**config.mk**
```make
export PLATFORM = sky130hd
export DESIGN_NAME = sigmoid_arbiter
export DESIGN_NICKNAME = d
export VERILOG_FILES = /design/src/rtl/sigmoid_arbiter.sv
export SDC_FILE = /design/constraint.sdc
export NUM_CORES = 1
export LEC_CHECK = 0
export CAP_MARGIN = 0
export CORE_UTILIZATION = 45
export CTS_CLUSTER_SIZE = 20
export DETAILED_ROUTE_END_ITERATION = 10
export PLACE_DENSITY = 0.77
export SLEW_MARGIN = 20
export SYNTH_ARGS = -nofsm -noshare
export SYNTH_HDL_FRONTEND = slang
export SYNTH_SLANG_ARGS = --single-unit
export TNS_END_PERCENT = 50
```
**constraint.sdc**
```tcl
create_clock -name clk -period 5.6 [get_ports clk]
set_input_delay 0.84 -clock clk [delete_from_list [all_inputs] [get_ports clk]]
set_output_delay 0.84 -clock clk [all_outputs]
set_load 0.03 [all_outputs]
```
**src/rtl/sigmoid_arbiter.sv**
```systemverilog
// ---------------------------------------------------------------------------
// sigmoid_arbiter
//   Round-robin sharing of one combinational sigmoid look-up ROM among
//   NUM_REQ activation requesters. A granted signed Q8.8 value is clamped to
//   +/-6.0 and mapped to ROM index k (x = -6.0 + 0.1*k, k = 0..120). The ROM
//   word (sigmoid * 256) is returned with the requester ID over a valid/ready
//   response port. One request is in flight at a time.
//
// Ports
//   clk        : clock, rising edge
//   rst        : asynchronous active-high reset
//   req_valid  : [NUM_REQ]     per-requester request valid
//   req_data   : [NUM_REQ*16]  per-requester Q8.8 value, requester i at [16i+15:16i]
//   req_ready  : [NUM_REQ]     one-hot grant (combinational, IDLE only)
//   rom_addr   : [7]           registered ROM index, 0..120
//   rom_data   : [16]          ROM word, combinational from rom_addr
//   rsp_valid  : response valid
//   rsp_ready  : response consumer ready
//   rsp_data   : [16]          sigmoid * 256
//   rsp_id     : [ID_W]        served requester
//
// Build option
//   SIGMOID_SAT_BYPASS_EN : values beyond +/-6.0 answer 0x0000 / 0x0100
//                           directly from ADDR, skipping the ROM read.
// ---------------------------------------------------------------------------
module sigmoid_arbiter #(
  parameter int unsigned NUM_REQ = 4,
  parameter int unsigned ID_W    = 2
) (
  input  logic                  clk,
  input  logic                  rst,
  input  logic [NUM_REQ-1:0]    req_valid,
  input  logic [NUM_REQ*16-1:0] req_data,
  output logic [NUM_REQ-1:0]    req_ready,
  output logic [6:0]            rom_addr,
  input  logic [15:0]           rom_data,
  output logic                  rsp_valid,
  input  logic                  rsp_ready,
  output logic [15:0]           rsp_data,
  output logic [ID_W-1:0]       rsp_id
);

  localparam int unsigned DATA_W = 16;
  localparam int unsigned ADDR_W = 7;
  localparam int unsigned U_W    = 12;
  localparam int unsigned PROD_W = 15;

  // +/-6.0 in Q8.8
  localparam logic signed [DATA_W-1:0] X_MIN = -16'sd1536;
  localparam logic signed [DATA_W-1:0] X_MAX = 16'sd1536;

  typedef enum logic [1:0] {
    S_IDLE,
    S_ADDR,
    S_READ,
    S_RESP
  } state_t;

  state_t                    r_state;
  state_t                    w_state_nxt;

  logic [ID_W-1:0]           r_rr_ptr;
  logic [ID_W-1:0]           r_id;
  logic signed [DATA_W-1:0]  r_x;
  logic [ADDR_W-1:0]         r_rom_addr;
  logic                      r_rsp_valid;
  logic [DATA_W-1:0]         r_rsp_data;
  logic [ID_W-1:0]           r_rsp_id;

  logic                      w_grant_vld;
  logic [ID_W-1:0]           w_grant_id;
  logic [ID_W-1:0]           w_ptr_nxt;
  logic signed [DATA_W-1:0]  w_x_sel;
  logic signed [DATA_W-1:0]  w_x_clamp;
  logic [U_W-1:0]            w_u;
  logic [PROD_W-1:0]         w_prod;
  logic [ADDR_W-1:0]         w_k;

`ifdef SIGMOID_SAT_BYPASS_EN
  logic                      w_sat_lo;
  logic                      w_sat_hi;
`endif

  // First valid requester at or above rr_ptr, wrapping modulo NUM_REQ
  always_comb begin : rr_search
    logic [ID_W:0] v_sum;
    v_sum       = '0;
    w_grant_vld = 1'b0;
    w_grant_id  = '0;
    for (int unsigned off = 0; off < NUM_REQ; off++) begin
      v_sum = {1'b0, r_rr_ptr} + (ID_W+1)'(off);
      if (v_sum >= (ID_W+1)'(NUM_REQ)) begin
        v_sum = v_sum - (ID_W+1)'(NUM_REQ);
      end
      if (!w_grant_vld && req_valid[ID_W'(v_sum)]) begin
        w_grant_vld = 1'b1;
        w_grant_id  = ID_W'(v_sum);
      end
    end
  end

  // Pointer advances past the winner
  assign w_ptr_nxt = (w_grant_id == ID_W'(NUM_REQ - 1)) ? '0 : w_grant_id + ID_W'(1);

  // Data of the winning requester
  always_comb begin
    w_x_sel = '0;
    for (int unsigned i = 0; i < NUM_REQ; i++) begin
      if (w_grant_id == ID_W'(i)) begin
        w_x_sel = req_data[i*DATA_W +: DATA_W];
      end
    end
  end

  // Grant only in IDLE and never while reset is asserted
  always_comb begin
    req_ready = '0;
    if (!rst && (r_state == S_IDLE) && w_grant_vld) begin
      req_ready[w_grant_id] = 1'b1;
    end
  end

  // Clamp to +/-6.0
  always_comb begin
    w_x_clamp = r_x;
    if (r_x < X_MIN) begin
      w_x_clamp = X_MIN;
    end else if (r_x > X_MAX) begin
      w_x_clamp = X_MAX;
    end
  end

  // k = round(u * 10 / 256), u = x + 6.0 in Q8.8; u <= 3072 so k <= 120
  assign w_u    = U_W'(w_x_clamp + X_MAX);
  assign w_prod = PROD_W'(w_u) * PROD_W'(10) + PROD_W'(128);
  assign w_k    = ADDR_W'(w_prod >> 8);

`ifdef SIGMOID_SAT_BYPASS_EN
  assign w_sat_lo = (r_x < X_MIN);
  assign w_sat_hi = (r_x > X_MAX);
`endif

  // State register
  always_ff @(posedge clk or posedge rst) begin
    if (rst) begin
      r_state <= S_IDLE;
    end else begin
      r_state <= w_state_nxt;
    end
  end

  // Next-state logic
  always_comb begin
    w_state_nxt = r_state;
    case (r_state)
      S_IDLE: begin
        if (w_grant_vld) begin
          w_state_nxt = S_ADDR;
        end
      end
      S_ADDR: begin
`ifdef SIGMOID_SAT_BYPASS_EN
        w_state_nxt = (w_sat_lo || w_sat_hi) ? S_RESP : S_READ;
`else
        w_state_nxt = S_READ;
`endif
      end
      S_READ: begin
        w_state_nxt = S_RESP;
      end
      S_RESP: begin
        if (rsp_ready) begin
          w_state_nxt = S_IDLE;
        end
      end
      default: begin
        w_state_nxt = S_IDLE;
      end
    endcase
  end

  // Datapath registers; everything holds unless its state loads it
  always_ff @(posedge clk or posedge rst) begin
    if (rst) begin
      r_rr_ptr    <= '0;
      r_id        <= '0;
      r_x         <= '0;
      r_rom_addr  <= '0;
      r_rsp_valid <= 1'b0;
      r_rsp_data  <= '0;
      r_rsp_id    <= '0;
    end else begin
      case (r_state)
        S_IDLE: begin
          if (w_grant_vld) begin
            r_x      <= w_x_sel;
            r_id     <= w_grant_id;
            r_rr_ptr <= w_ptr_nxt;
          end
        end
        S_ADDR: begin
`ifdef SIGMOID_SAT_BYPASS_EN
          // Saturated inputs answer directly; rom_addr keeps its old value
          if (w_sat_lo || w_sat_hi) begin
            r_rsp_data  <= w_sat_hi ? 16'h0100 : 16'h0000;
            r_rsp_id    <= r_id;
            r_rsp_valid <= 1'b1;
          end else begin
            r_rom_addr <= w_k;
          end
`else
          r_rom_addr <= w_k;
`endif
        end
        S_READ: begin
          r_rsp_data  <= rom_data;
          r_rsp_id    <= r_id;
          r_rsp_valid <= 1'b1;
        end
        S_RESP: begin
          if (rsp_ready) begin
            r_rsp_valid <= 1'b0;
          end
        end
        default: begin
        end
      endcase
    end
  end

  assign rom_addr  = r_rom_addr;
  assign rsp_valid = r_rsp_valid;
  assign rsp_data  = r_rsp_data;
  assign rsp_id    = r_rsp_id;

endmodule

```
==> results by group <==
Status
  • Outcome: completed

Yosys
  • Syn_nets: 504
  • Dominant cells by area after synthesis: dfrtp_1 35%, ha_1 9.5%, a21oi_1 6.7%
  • Synth Warn #: 0
  • Ys async rst share: 100%
  • Leading area contributor after synthesis: dfrtp_1
  • Synth Cell Area: 0.00343 mm²
  • Count of unique library cells instantiated by Yosys: 55
  • Top FF cell, synth: dfrtp_1
  • Cell with the most instances after synthesis: dfrtp_1
  • Yosys top cell area share: 35.0%
  • Post-Syn Instances: 391
  • Post-synth EDFFs: 0
  • Seq/Total Area, Yosys: 35.0%
  • Yosys reg bits: 48
  • Syn avg cell area: 8.77 µm²
  • Top post-synthesis cells by count: 48 x dfrtp_1, 47 x nor2_1, 46 x a21oi_1

Job
  • Max Cap Violations: 0

CTS
  • Root Driver: clkbuf_8
  • CTS Hold Bufs: 0
  • Post-CTS Resized: 0
  • Clk_lat worst skew: 0.30 ns
  • CTS tree: built
  • Reg clk slew, reported paths: 0.09 ns
  • CTS sink cnt: 48
  • H-Tree Depth: 2
  • CTS Buffer Depth: 2
  • Setup Buffers After CTS: 0
  • CTS buffer count: 5

Floorplan
  • Initial Util: 47.0%
  • IO Pins: 117
  • Die area: 0.00798 mm²
  • Die X: 89.3 µm
  • Die Y: 89.3 µm
  • Rows: 31
  • CORE AREA: 0.00729 mm²

Setup path
  • Top cell by count, worst path: ha_1
  • Cell breakdown of the critical path: or4_4, o22ai_1, and3_1, ha_1, ha_1, nand4_1, o41a_4, and2b_2, nor2_1, xnor2_1, ha_1, and3_1, a31o_2, a31oi_1
  • CP Capture Type: flip-flop
  • Worst EP arrival: 4.68 ns
  • Required time of the critical path: 5.82 ns
  • Startpoint types: flip-flop
  • Buffers plus inverters on the worst setup path: 0
  • Setup Crit Path Kind: reg2reg
  • CP max-delay cell: o41a_4
  • CP peak stage delay: 0.58 ns
  • Max Fanout on Critical Path: 11
  • Crit path max-delay family: simple AND/OR/NAND/NOR gates

Routing
  • WL/cell: 13.2 µm
  • # DRC: 0
  • Vias per cell: 5.32
  • Via Count: 3154
  • Final ANT Viol Nets: 0
  • Drt pass-1 iters: 4
  • Initial DRC Count: 109
  • DRT Wirelength: 7830 µm

Timing
  • Measured slew at the worst slew-check pin: 0.945 ns
  • Final setup violation count: 0
  • Min Tclk post-route: 4.46 ns
  • Endpoints failing hold: 0
  • Clock skew: 0.00880 ns
  • Sum Neg Setup Slack: 0 ns
  • Fin crit share: 79.6%
  • RSZ-0062 raised after global routing: false
  • Slew headroom: 37.0%
  • Slew Viols, Final: 0
  • Max Clk Rate: 224 MHz

Place
  • Hpwl dp: 6360 µm
  • Gpl congestion: 0.863
  • I/O Buffers: 116

Layout
  • Filler cell count: 656
  • Finished Core Util: 65.3%
  • P&R area growth vs syn: 38.9%
  • Antenna cell count: 0
  • Fin nets: 606
  • Layout cell share with drive strength beyond 1: 9.11%

Global route
  • Pin count of the biggest net entering global routing: 49
  • Total GRT Usage: 20.5%
  • Antenna violations before repair: 0
  • Grt total ovfl: 0
  • Global-route wire length before repair: 12900 µm
  • Number of global-route vias before repair: 2934

Power and ir drop
  • Max IR drop VDD: 0.260 mV
  • Cell Pwr Density: 518 mW/mm²
  • Static leakage: 2.05 nW

Hold path
  • HP Class: reg2reg
cell usage in the layout, fill, tap and decap left out, types with 3 or more instances in the layout:
cell             instances
a21oi_1                 46
a22oi_1                 16
a31oi_1                  3
and2_1                   6
and3_1                  10
clkbuf_8                 6
clkdlybuf4s50_1        116
dfrtp_1                 48
ha_1                    26
inv_1                   14
mux2_2                  20
nand2_1                 29
nand4_1                  4
nor2_1                  47
nor2b_1                  3
nor3_1                   5
nor4_1                   3
o21a_1                   3
o21ai_0                 28
o22ai_1                  3
xnor2_1                 11
xor2_1                   4
cells by family after synthesis:
group / share of synthesized area, %
flops: 35.0
xor+xnor: 4.63
mux: 6.86
buf+inv: 4.23
compound gates: 23.6
simple gates: 16.2
fa+ha+maj: 9.48
routing by layer:
layer  track usage, %  wire length (µm)  vias to the layer above
met5                0                 0                        -
met4             4.47                87                        0
met3             5.45               565                        8
met2             35.3              3750                      117
met1             25.9              3430                     1416
li1                 -                 -                     1613
final cells by class:
| class | count | area, µm² | area share [%] |
|---|---|---|---|
| tap | 99 | 124 | 2.60 |
| multi-input combinational | 305 | 2080 | 43.8 |
| clock buffer | 6 | 82.6 | 1.73 |
| inverter | 15 | 57.6 | 1.21 |
| clock inverter | 2 | 38.8 | 0.814 |
| timing repair buffer | 118 | 1180 | 24.7 |
| sequential | 48 | 1200 | 25.2 |
per-stage QoR:
step | instance area (µm²) | instances | total power [mW] | setup WS (ns) | hold WS, ns
after global placement | 4640 | 585 | 2.17 | 1.23 | 0.479
final | 4760 | 593 | 2.47 | 1.14 | 0.493
after CTS | 4760 | 593 | 2.48 | 1.16 | 0.490
after global routing | 4760 | 593 | 2.69 | 0.915 | 0.506
after detailed placement | 4640 | 585 | 2.21 | 1.17 | 0.469
after floorplan | 3430 | 391 | 1.76 | 1.68 | 0.444
tightest hold or removal path, stage by stage, from the launching register on:
cell	delay, ns
dfrtp_1	0.35
nand2_1	0.05
o21ai_0	0.06
where the power goes:
part	internal (mW)	total [mW]	switching, mW
sequential	0.512	0.624	0.112
combinational	0.699	1.58	0.884
clock	0.146	0.259	0.113
total	1.36	2.47	1.11
final timing paths:
| kind | cells past startpoint | endpoint | slack [ns] | start |
|---|---|---|---|---|
| min in group asynchronous | 2 | r_rr_ptr[1]$_DFFE_PP0P_ | 1.00 | rst |
| setup reg to reg | 14 | rom_addr[5]$_DFFE_PP0N_ | 1.14 | r_x[12]$_DFFE_PP0P_ |
| setup / recovery | 14 | rom_addr[5]$_DFFE_PP0N_ | 1.14 | r_x[12]$_DFFE_PP0P_ |
| hold / removal | 2 | r_id[1]$_DFFE_PP0P_ | 0.49 | r_id[1]$_DFFE_PP0P_ |
| max in group asynchronous | 2 | r_state[0]$_DFFE_PP0P_ | 4.10 | rst |
| hold reg to reg | 2 | r_id[1]$_DFFE_PP0P_ | 0.49 | r_id[1]$_DFFE_PP0P_ |
registers in the layout, indices dropped and copies added, names as in the netlist:
| register | flops |
|---|---|
| r_rr_ptr | 2 |
| r_id | 2 |
| rsp_data | 16 |
| rsp_valid | 1 |
| rsp_id | 2 |
| r_x | 16 |
| rom_addr | 7 |
| r_state | 2 |
(Power assumes the default switching activity.)
